**src/rtl/id_ex_stage.sv**
```systemverilog
// ID/EX pipeline register with write-back bypass on the register-file
// read operands, load-use hazard detection and bubble/flush insertion.
module id_ex_stage #(
  parameter int XLEN = 32,
  parameter int AW   = 5
) (
  input  logic            clk,
  input  logic            reset,
  input  logic            stall,
  input  logic            flush,
  input  logic            id_valid,
  input  logic [AW-1:0]   id_rs1,
  input  logic [AW-1:0]   id_rs2,
  input  logic [AW-1:0]   id_rd,
  input  logic            id_use_rs1,
  input  logic            id_use_rs2,
  input  logic [XLEN-1:0] id_imm,
  input  logic [XLEN-1:0] id_pc,
  input  logic [8:0]      id_ctrl,
  input  logic [XLEN-1:0] rf_rdata1,
  input  logic [XLEN-1:0] rf_rdata2,
  input  logic            wb_regWrite,
  input  logic [AW-1:0]   wb_rd,
  input  logic [XLEN-1:0] wb_data,
  output logic            hazard_stall,
  output logic            ex_valid,
  output logic [AW-1:0]   ex_rs1,
  output logic [AW-1:0]   ex_rs2,
  output logic [AW-1:0]   ex_rd,
  output logic [XLEN-1:0] ex_op1,
  output logic [XLEN-1:0] ex_op2,
  output logic [XLEN-1:0] ex_imm,
  output logic [XLEN-1:0] ex_pc,
  output logic [8:0]      ex_ctrl
);

  localparam int MEMRD = 7;

  typedef struct packed {
    logic            valid;
    logic [AW-1:0]   rs1;
    logic [AW-1:0]   rs2;
    logic [AW-1:0]   rd;
    logic [XLEN-1:0] op1;
    logic [XLEN-1:0] op2;
    logic [XLEN-1:0] imm;
    logic [XLEN-1:0] pc;
    logic [8:0]      ctrl;
  } id_ex_t;

  id_ex_t ex_q;
  id_ex_t ex_d;
  id_ex_t id_b;

  logic [XLEN-1:0] op1;
  logic [XLEN-1:0] op2;
  logic            hit1;
  logic            hit2;

  // Register file commits on the edge, so a same-cycle write must win.
  function automatic logic [XLEN-1:0] bypass(
    input logic [AW-1:0]   rs,
    input logic [XLEN-1:0] rf,
    input logic            we,
    input logic [AW-1:0]   wrd,
    input logic [XLEN-1:0] wdat
  );
    logic [XLEN-1:0] r;
    if (we && wrd != '0 && wrd == rs)
      r = wdat;
    else if (rs == '0)
      r = '0;
    else
      r = rf;
    return r;
  endfunction

  always_comb begin
    op1 = bypass(id_rs1, rf_rdata1,
                 wb_regWrite, wb_rd, wb_data);
    op2 = bypass(id_rs2, rf_rdata2,
                 wb_regWrite, wb_rd, wb_data);
  end

  always_comb begin
    hit1 = id_use_rs1 && (ex_q.rd == id_rs1);
    hit2 = id_use_rs2 && (ex_q.rd == id_rs2);
    hazard_stall = id_valid && ex_q.valid
                && ex_q.ctrl[MEMRD]
                && (ex_q.rd != '0)
                && (hit1 || hit2);
  end

  always_comb begin
    id_b.valid = id_valid;
    id_b.rs1   = id_rs1;
    id_b.rs2   = id_rs2;
    id_b.rd    = id_rd;
    id_b.op1   = op1;
    id_b.op2   = op2;
    id_b.imm   = id_imm;
    id_b.pc    = id_pc;
    id_b.ctrl  = id_valid ? id_ctrl : '0;
  end

  // Bubbles (flush or hazard) are fully zeroed for determinism.
  always_comb begin
    ex_d = ex_q;
    if (flush)
      ex_d = '0;
    else if (stall)
      ex_d = ex_q;
    else if (hazard_stall)
      ex_d = '0;
    else
      ex_d = id_b;
  end

  always_ff @(posedge clk or posedge reset) begin
    if (reset)
      ex_q <= '0;
    else
      ex_q <= ex_d;
  end

  assign ex_valid = ex_q.valid;
  assign ex_rs1   = ex_q.rs1;
  assign ex_rs2   = ex_q.rs2;
  assign ex_rd    = ex_q.rd;
  assign ex_op1   = ex_q.op1;
  assign ex_op2   = ex_q.op2;
  assign ex_imm   = ex_q.imm;
  assign ex_pc    = ex_q.pc;
  assign ex_ctrl  = ex_q.ctrl;

endmodule

```
**config.mk**
```make
export PLATFORM = sky130hd
export DESIGN_NAME = id_ex_stage
export DESIGN_NICKNAME = d
export VERILOG_FILES = /design/src/rtl/id_ex_stage.sv
export SDC_FILE = /design/constraint.sdc
export NUM_CORES = 1
export LEC_CHECK = 0
export CAP_MARGIN = 40
export CORE_AREA = 2 2 135 137
export DETAILED_ROUTE_END_ITERATION = 10
export DIE_AREA = 0 0 137 139
export DONT_BUFFER_PORTS = 1
export MAX_ROUTING_LAYER = met4
export SYNTH_ARGS = -nofsm -noshare
export SYNTH_HDL_FRONTEND = slang
export SYNTH_SLANG_ARGS = --single-unit
```
**constraint.sdc**
```tcl
create_clock -name clk -period 6.06 [get_ports clk]
set_input_delay 0.909 -clock clk [delete_from_list [all_inputs] [get_ports clk]]
set_output_delay 0.909 -clock clk [all_outputs]
set_load 0.02 [all_outputs]
```
==> flow_metrics.tcl <==
set metrics [dict create \
    status "completed" \
    n_fill_cell 1668 \
    reg2reg_depth 6 \
    synthCells 557 \
    peakVddDrop_mv 0.168 \
    clk_latency_ns 0.41 \
    tightest_slew_ns 0.633 \
    r2r_start "ex_rd[0]$_DFFE_PP0P_" \
    grt_pass1_vias 4924 \
    track_usage 0.192 \
    grt_pass1_wl_mm 27.2 \
    port_buffers 0 \
    cts_max_level 4 \
    rsz0062_at_grt "no" \
    fin_setup_tns_ns 0 \
    fmax_mhz 356 \
    cts_buffer_depth 2 \
    place_ws_ns 3.28 \
    power.density_nw_per_um2 320 \
    cts.repair.resized 0 \
    numCtsBuffers 17 \
    path_buf_inv 0 \
    drive_gt1_frac 0.0850 \
    antenna_found_initial 0 \
    area_delta_synth_final_pct 11.9 \
    fin_crit_ns 2.81 \
    cpPeakStageDelay_ns 0.53 \
    syn_area_per_cell_sq_um 12.1 \
    die-width_microns 137 \
    hold_violations 0 \
    max_slew_margin 0.577 \
    cts.sinks 153 \
    critPathSlowestCell "dfrtp_1" \
    cp_cell_sequence "xnor2_1 -> nand4_1 -> o22ai_1 -> and2_1" \
    path_delay_family "flip-flops" \
    cp_data_required_time_ns 5.15 \
    drc 0 \
    ant_nets 0 \
    clk_pin_slew_worst_paths_ns 0.07 \
    endpoint_kind "output port" \
    dr_total_vias 4531 \
    hp-class "in -> async" \
    grt_max_degree 142 \
    ys.warnings.count 0 \
    wl_per_cell_microns 23.5 \
    path_class "reg -> out" \
    io_pins 351 \
    vias_per_cell 5.79 \
    period_share 0.463 \
    cts_tree "built" \
    synthDistinctLibCells 24 \
    finalSetupViolCount 0 \
    cp_max_fo 5 \
    nNetsFinal 737 \
    die_height_microns 139 \
    gp_congestion 0.915 \
    utilization 0.428 \
    drt_iter0_markers 222 \
    floorplan.initialDensity 0.382 \
    drv_slew 0 \
    drt_first_pass_iters 4 \
    power.leakage_nw 3.58 \
    r2r-end "ex_imm[26]$_DFFE_PP0P_" \
    wirelength_mm 18.3 \
    cts_hold_buffers 0 \
    ys_seq_area_frac 0.567 \
    synth_seq_cells 153 \
    dieArea_sq_um 19000 \
    antenna_cells 0 \
    syn_nets 754 \
    root_buffer "clkbuf_16" \
    syn_area_sq_um 6750 \
    std_cell_rows 49 \
    dpl.hpwl_mm 13.0 \
    max_cap_viol_count 0 \
    start_kind "flip-flop" \
    grt.overflow.total 0 \
    cts_setup_buffers 0 \
    worst-r2r-setup-slack_ns 3.54 \
    arrival_ns 1.90 \
    skew_ns 0.00944 \
    worst_slack_ns 3.25 \
    core_sq_um 17700 \
]
-- Yosys cell counts --
| master | count | share of area |
|---|---|---|
| mux2i_1 | 64 | 0.095 |
| nand4_1 | 2 | 0.0019 |
| nor2b_1 | 1 | 0.00093 |
| a21oi_1 | 1 | 0.00074 |
| a32o_1 | 9 | 0.013 |
| a22o_1 | 144 | 0.19 |
| nand2_1 | 68 | 0.038 |
| inv_1 | 33 | 0.018 |
| xnor2_1 | 16 | 0.021 |
| buf_2 | 11 | 0.0082 |
| o21ai_2 | 1 | 0.0013 |
| nor2_1 | 3 | 0.0017 |
| clkbuf_1 | 28 | 0.016 |
| nand3_1 | 3 | 0.0022 |
| and2_1 | 1 | 0.00093 |
| o22ai_1 | 1 | 0.00093 |
| nor3_1 | 3 | 0.0022 |
| or4_1 | 1 | 0.0011 |
| buf_6 | 3 | 0.0050 |
| buf_4 | 4 | 0.0045 |
| nor4_4 | 2 | 0.0063 |
| a211oi_2 | 1 | 0.0019 |
| xor2_1 | 4 | 0.0052 |
| dfrtp_1 | 153 | 0.57 |
-- stage by stage --
stage	hold slack, ns	area [sq um]	cells	power [mW]
final	0.299	7550	782	2.42
after global routing	0.302	7550	782	2.53
after CTS	0.292	7550	782	2.45
after detailed placement	0.634	6970	750	1.41
after global placement	0.623	6890	746	1.40
after floorplan	0.610	6750	557	1.35
-- registers in the layout (all words and copies together) (netlist names) --
register and count:
ex_rs2 5, ex_imm 32, ex_op1 32, ex_ctrl 9, ex_valid 1, ex_rs1 5, ex_pc 32, ex_rd 5
ex_op2 32
-- cell type report --
class                   count  area (sq um)  area share
multi-input cells         325          2590       0.343
clock inverters            13           133      0.0176
clock buffers              19           443      0.0587
well taps                 229           287      0.0380
inverters                  33           129      0.0171
flip-flops and latches    153          3830       0.507
repair buffers             10           143      0.0189
-- kinds of logic (layout without fill, tap and decap cells) --
logic type             after synthesis  after routing  synth area share
AND/OR/NAND/NOR                     84             84            0.0551
multiplexers                        64             64            0.0949
XOR/XNOR                            20             20            0.0260
buffers and inverters               79             75            0.0515
AO/OA/AOI/OAI                      157            157             0.205
flip-flops                         153            153             0.567
-- per-layer routing --
metal / vias up / part of all wire / track usage
li1: 1989 / - / -
met5: - / 0 / -
met2: 280 / 0.50 / 0.314
met3: 33 / 0.10 / 0.0596
met1: 2229 / 0.38 / 0.216
met4: 0 / 0.016 / 0.0787
-- power breakdown --
group / total [mW] / internal, mW / switching [mW]
combinational: 0.183 / 0.0799 / 0.104
clock: 1.03 / 0.588 / 0.443
sequential: 1.20 / 1.08 / 0.125
total: 2.42 / 1.75 / 0.672
-- worst max path at each step --
stage,start,endpoint,slack [ns],cells after the start
after global routing,ex_rd[1]$_DFFE_PP0P_,hazard_stall,3.16,4
final,ex_rd[4]$_DFFE_PP0P_,hazard_stall,3.25,4
after global placement,id_rs2[3],ex_ctrl[1]$_DFFE_PP0P_,3.33,6
after CTS,ex_rd[4]$_DFFE_PP0P_,hazard_stall,3.24,4
after detailed placement,id_rs2[1],ex_ctrl[3]$_DFFE_PP0P_,3.28,6
after floorplan,reset,ex_ctrl[0]$_DFFE_PP0P_,1.03,1
-- cell usage in the layout, fill, tap and decap left out, types with 2 or more instances in the layout --
| cell | netlist | layout |
|---|---|---|
| nor4_4 | 2 | 2 |
| inv_8 | 0 | 2 |
| buf_16 | 0 | 2 |
| nor2_1 | 3 | 3 |
| dfrtp_1 | 153 | 153 |
| clkinvlp_4 | 0 | 3 |
| xnor2_1 | 16 | 16 |
| inv_6 | 0 | 6 |
| buf_4 | 4 | 5 |
| a22o_1 | 144 | 144 |
| inv_1 | 33 | 32 |
| nand2_1 | 68 | 68 |
| buf_8 | 0 | 2 |
| mux2i_1 | 64 | 64 |
| a32o_1 | 9 | 9 |
| nand4_1 | 2 | 2 |
| clkbuf_16 | 0 | 17 |
| nand3_1 | 3 | 3 |
| xor2_1 | 4 | 4 |
| nor3_1 | 3 | 3 |
(Power assumes the default switching activity.)
